[src/rtl/alu_pkg.sv]
// Shared ALU op-codes and execute-stage FSM state type.
package alu_pkg;

    localparam logic [2:0] OP_ADD  = 3'b000;
    localparam logic [2:0] OP_SUB  = 3'b001;
    localparam logic [2:0] OP_BSUB = 3'b010;
    localparam logic [2:0] OP_XNOR = 3'b011;
    localparam logic [2:0] OP_AND  = 3'b100;
    localparam logic [2:0] OP_OR   = 3'b101;
    localparam logic [2:0] OP_XOR  = 3'b110;
    localparam logic [2:0] OP_ANDN = 3'b111;

    typedef enum logic [1:0] {
        ST_IDLE = 2'd0,
        ST_EXEC = 2'd1,
        ST_DONE = 2'd2
    } state_t;

endpackage

[src/rtl/alu.sv]
// Combinational ALU: result plus carry, signed-overflow, zero and negative flags.
module alu
    import alu_pkg::*;
#(
    parameter int unsigned W = 4
) (
    input  logic [W-1:0] a,
    input  logic [W-1:0] b,
    input  logic [2:0]   op,
    output logic [W-1:0] result,
    output logic         co,
    output logic         ovf,
    output logic         z,
    output logic         n
);

    logic [W:0] wide;

    // Carry is bit W of the unsigned (W+1)-bit add/subtract; logic ops clear it.
    always_comb begin
        wide = '0;
        co   = 1'b0;
        ovf  = 1'b0;
        case (op)
            OP_ADD: begin
                wide = {1'b0, a} + {1'b0, b};
                co   = wide[W];
                ovf  = (a[W-1] == b[W-1]) && (wide[W-1] != a[W-1]);
            end
            OP_SUB: begin
                wide = {1'b0, a} - {1'b0, b};
                co   = wide[W];
                ovf  = (a[W-1] != b[W-1]) && (wide[W-1] != a[W-1]);
            end
            OP_BSUB: begin
                wide = {1'b0, b} - {1'b0, a};
                co   = wide[W];
                ovf  = (b[W-1] != a[W-1]) && (wide[W-1] != b[W-1]);
            end
            OP_XNOR: wide = {1'b0, ~(a ^ b)};
            OP_AND:  wide = {1'b0, a & b};
            OP_OR:   wide = {1'b0, a | b};
            OP_XOR:  wide = {1'b0, a ^ b};
            OP_ANDN: wide = {1'b0, a & ~b};
            default: wide = '0;
        endcase
    end

    assign result = wide[W-1:0];
    assign z      = (wide[W-1:0] == '0);
    assign n      = wide[W-1];

endmodule

[src/rtl/alu_exec_stage.sv]
// Two-cycle ALU execute stage with valid/ready handshake, accumulator and sticky overflow.
module alu_exec_stage
    import alu_pkg::*;
#(
    parameter int unsigned W = 4
) (
    input  logic         clk,
    input  logic         rst_n,
    input  logic         in_valid,
    output logic         in_ready,
    input  logic [W-1:0] in_a,
    input  logic [W-1:0] in_b,
    input  logic [2:0]   in_op,
    input  logic         in_use_acc,
    output logic         out_valid,
    input  logic         out_ready,
    output logic [W-1:0] out_result,
    output logic         out_co,
    output logic         out_ovf,
    output logic         out_z,
    output logic         out_n,
    output logic [W-1:0] acc,
    output logic         sticky_ovf,
    input  logic         clr_sticky
);

    state_t       state, state_nxt;
    logic [W-1:0] a_q, b_q;
    logic [2:0]   op_q;
    logic         accept;

    logic [W-1:0] alu_result;
    logic         alu_co, alu_ovf, alu_z, alu_n;

    assign in_ready  = (state == ST_IDLE) || ((state == ST_DONE) && out_ready);
    assign out_valid = (state == ST_DONE);
    assign accept    = in_valid && in_ready;

    alu #(.W(W)) u_alu (
        .a      (a_q),
        .b      (b_q),
        .op     (op_q),
        .result (alu_result),
        .co     (alu_co),
        .ovf    (alu_ovf),
        .z      (alu_z),
        .n      (alu_n)
    );

    always_comb begin
        state_nxt = state;
        case (state)
            ST_IDLE: if (accept) state_nxt = ST_EXEC;
            ST_EXEC: state_nxt = ST_DONE;
            ST_DONE: if (out_ready) state_nxt = accept ? ST_EXEC : ST_IDLE;
            default: state_nxt = ST_IDLE;
        endcase
    end

    // acc is sampled at the accepting edge, so a DONE-exit command sees the fresh result.
    always_ff @(posedge clk or negedge rst_n) begin
        if (!rst_n) begin
            state      <= ST_IDLE;
            a_q        <= '0;
            b_q        <= '0;
            op_q       <= '0;
            out_result <= '0;
            out_co     <= 1'b0;
            out_ovf    <= 1'b0;
            out_z      <= 1'b0;
            out_n      <= 1'b0;
            acc        <= '0;
            sticky_ovf <= 1'b0;
        end else begin
            state <= state_nxt;
            if (accept) begin
                a_q  <= in_use_acc ? acc : in_a;
                b_q  <= in_b;
                op_q <= in_op;
            end
            if (state == ST_EXEC) begin
                out_result <= alu_result;
                out_co     <= alu_co;
                out_ovf    <= alu_ovf;
                out_z      <= alu_z;
                out_n      <= alu_n;
                acc        <= alu_result;
            end
            // A completing overflow wins over a same-cycle clear.
            sticky_ovf <= (sticky_ovf && !clr_sticky) || ((state == ST_EXEC) && alu_ovf);
        end
    end

endmodule

[config.mk]
export PLATFORM = sky130hd
export DESIGN_NAME = alu_exec_stage
export DESIGN_NICKNAME = d
export VERILOG_FILES = /design/src/rtl/alu_pkg.sv /design/src/rtl/alu.sv /design/src/rtl/alu_exec_stage.sv
export SDC_FILE = /design/constraint.sdc
export NUM_CORES = 1
export LEC_CHECK = 0
export CORE_ASPECT_RATIO = 1.2
export CORE_MARGIN = 3
export CORE_UTILIZATION = 48
export CTS_BUF_LIST = sky130_fd_sc_hd__clkbuf_16
export CTS_CLUSTER_SIZE = 10
export DETAILED_ROUTE_END_ITERATION = 10
export GPL_TIMING_DRIVEN = 0
export PLACE_DENSITY = 0.77
export SYNTH_ARGS = -nofsm -noshare
export SYNTH_HDL_FRONTEND = slang
export SYNTH_HIERARCHICAL = 1
export SYNTH_SLANG_ARGS = --single-unit
[constraint.sdc]
create_clock -name clk -period 2.2 [get_ports clk]
set_input_delay 0.44 -clock clk [delete_from_list [all_inputs] [get_ports clk]]
set_output_delay 0.44 -clock clk [all_outputs]
set_load 0.01 [all_outputs]
==> results.json <==
{
  "hold_violations": 0,
  "die_x_um": 62.20,
  "r2r_start": "b_q[0]",
  "relSlewSlack_pct": 33.59,
  "reg2reg_slack_ns": -0.12,
  "wl_met3_um": 225,
  "clk_pin_slew_ns": 0.06,
  "reg2reg_depth": 11,
  "power.density_nw_per_um2": 1300,
  "cts_hold_buffers": 0,
  "postSynthCellCount": 192,
  "final_cell_mix": "clkdlybuf4s50_1, nand2_1, buf_4, dfrtp_1, mux2_2",
  "cts_tree": "built",
  "drtAntennaViolNets": 0,
  "yosys.area.top_type": "dfrtp_1",
  "core_um2": 3482,
  "grt.total_usage_pct": 19.66,
  "critPathBufInv": 2,
  "run_status": "finished with violations",
  "tightestPinTransition_ns": 0.9930,
  "n_antenna_cell": 0,
  "ys_ff_latch": 22,
  "h-tree-depth": 1,
  "syn_area_um2": 1819,
  "dieArea_um2": 4568,
  "cp_top_family": "compound AO/OA/AOI/OAI gates",
  "end_kind": "register",
  "syn_area_per_cell_um2": 9.475,
  "critPathMostFrequentCell": "nand2_1",
  "cp_slowest_cell": "dfrtp_1",
  "power_mw": 3.151,
  "num_vias": 1567,
  "violations": "setup timing",
  "yosysTopAreaCellShare_pct": 30.26,
  "rr_endpoint": "out_z",
  "p_leak_nw": 1.093,
  "clk_path_buf_depth": 2,
  "wl_per_cell_um": 14.71,
  "cp-endpoint": "out_z",
  "fin_cells": 287,
  "post_drt_via_cell_ratio": 5.460,
  "internal-power_mw": 1.849,
  "power_frac_seq_pct": 22.3,
  "syn_nets": 229,
  "ys_types": 48,
  "routabilityCongestion": 0.8643,
  "grt_pass1_wl_um": 7086,
  "port_buffers": 31,
  "hp-class": "reg -> reg",
  "top_level_ports": 32,
  "clk_latency_ns": 0.25,
  "switchingPower_mw": 1.302,
  "crit_path_max_fanout": 3,
  "fmax_mhz": 431.9,
  "routed.top_layer": "met4",
  "worstSetupPathType": "reg -> reg",
  "synth_area_leaders": "dfrtp_1, ha_1, mux2_2, nand2_1, fa_1",
  "slew_viol_final": 0,
  "routedLengthMet1_um": 1843,
  "clock-sinks": 22,
  "combPwrFrac_pct": 65.8,
  "drc": 0,
  "synth_async_sr_flop_share_pct": 100.0,
  "finClkSkew_ns": 0.004168,
  "finalSetupTns_ns": -0.1152,
  "grt_antenna_before_repair": 0,
  "cts_buffers": 3,
  "ys_seq_area_share_pct": 30.26,
  "synth_ff_type": "dfrtp_1",
  "crit_required_ns": 2.39,
  "critical_path.cell_chain": "buf_6 -> ha_4 -> inv_2 -> fa_1 -> nor2_1 -> a211oi_1 -> a311oi_2 -> o211ai_1 -> a2111oi_2 -> nand2_1 -> nand2_1",
  "fin_crit_sh_pct": 105.2,
  "first_pass_iters": 4,
  "rows": 23,
  "grt_pass1_vias": 1530,
  "synth_edf_count": 0,
  "grt_max_degree": 23,
  "drtIter0Drc": 102,
  "final_common_cell": "clkdlybuf4s50_1",
  "setup_slack_ns": -0.1152,
  "yosysWarnings": 6,
  "wl_met2_um": 2026,
  "die_h_um": 73.44,
  "hpwl_um": 2957,
  "critPathLaunchType": "register",
  "fillers": 254,
  "syn_to_final_growth_pct": 33.22,
  "wl_um": 4222,
  "irDropWorstVdd_uv": 786.4,
  "place_inst": 273,
  "rsz0062_at_grt": "true",
  "root_buffer": "clkbuf_16",
  "finalSetupViolations": 1,
  "crit_start": "b_q[0]",
  "fin_nets": 276,
  "grt_overflow": 0,
  "start_util_pct": 52.25,
  "maxCapViolations": 0,
  "critPathMaxStageDelay_ns": 0.41,
  "pwr-share-clk_pct": 11.9,
  "path_depth": 11,
  "switching_share_pct": 41.33,
  "critPathArrivalTime_ns": 2.50,
  "drive_gt1_share_pct": 29.96,
  "period_needed_ns": 2.315
}
==> flip-flops by register name, summed over array words and instances (netlist names) <==
signal and count:
out_ovf 1, a_q 4, state 2, out_n 1, out_z 1, b_q 4
sticky_ovf 1, op_q 3, acc 4, out_co 1
==> timing repair <==
action                     CTS  global route
pin swaps                    6             5
resized for setup           11            10
hold endpoints to repair     0             0
setup endpoints to repair    5             4
setup buffers                8             3
==> synth_stat cells, types with 2 or more instances <==
cell / n
nand2_1: 27
dfrtp_1: 22
ha_1: 17
inv_1: 15
mux2_2: 15
a21oi_1: 8
nor2_1: 8
o21ai_0: 8
buf_4: 7
nand2b_1: 6
nor3_1: 5
mux2i_1: 4
xnor2_1: 4
fa_1: 3
a2111oi_2: 2
a21o_1: 2
a311oi_1: 2
a31oi_1: 2
buf_6: 2
clkbuf_1: 2
inv_2: 2
o211ai_1: 2
or3b_2: 2
==> worst min-delay path, delay by kind of cell, from the launching register on <==
kind	cells	cell delay [ns]
DFF	1	0.34
and+or+nand+nor	2	0.11
==> per-stage QoR <==
| step | utilization [%] | setup slack [ns] | hold slack (ns) | area (µm²) |
|---|---|---|---|---|
| after floorplan | - | 0.05926 | 0.1444 | 1819 |
| after global placement | 62.95 | -0.2320 | 0.4628 | 2192 |
| after detailed placement | 62.95 | -0.2295 | 0.4621 | 2192 |
| after CTS | 67.95 | -0.03464 | 0.4802 | 2366 |
| after global routing | 69.60 | -0.2454 | 0.5009 | 2424 |
| final | 69.60 | -0.1152 | 0.4811 | 2424 |
==> cells by family (layout without fill, tap and decap cells) <==
group,after synthesis,after routing,synth area share [%]
xor gates and xnor gates,4,4,1.926
buffers and inverters,30,75,8.734
muxes,19,19,11.49
DFF,22,22,30.26
AOI/OAI and AO/OA,40,40,16.37
adders and majority gates,20,20,14.99
and+or+nand+nor,57,57,16.23
==> power groups by stage <==
| stage | logic, mW | clock network, mW | registers, mW |
|---|---|---|---|
| finish | 2.07 | 0.376 | 0.702 |
| global route | 2.26 | 0.394 | 0.725 |
| detailed placement | 1.76 | 0 | 0.726 |
| floorplan | 1.25 | 0 | 0.715 |
| global placement | 1.74 | 0 | 0.724 |
| CTS | 1.95 | 0.386 | 0.688 |
==> layer usage <==
layer / up-vias / track usage, %
li1: 747 / -
met1: 744 / 24.13
met2: 63 / 34.21
met3: 13 / 2.905
met4: 0 / 9.582
met5: - / 0
==> worst min-delay path by stage <==
stage                       start       to  slack (ns)  depth (start not counted)
after floorplan             rst_n   a_q[0]        0.14                          0
after global routing        out_z    out_z        0.50                          2
after CTS                   out_z    out_z        0.48                          2
final                     out_ovf  out_ovf        0.48                          2
after detailed placement    out_n    out_n        0.46                          2
after global placement      out_n    out_n        0.46                          2
==> cell type report <==
class | count | area, µm² | share of cell area, %
buffer | 13 | 95.09 | 3.924
clock buffer | 3 | 75.07 | 3.098
tap | 50 | 62.56 | 2.581
inverter | 17 | 63.81 | 2.633
timing repair buffer | 42 | 396.6 | 16.37
sequential | 22 | 556.8 | 22.97
multi-input combinational | 140 | 1174 | 48.43
No activity file was read; power rests on OpenSTA's default activity.
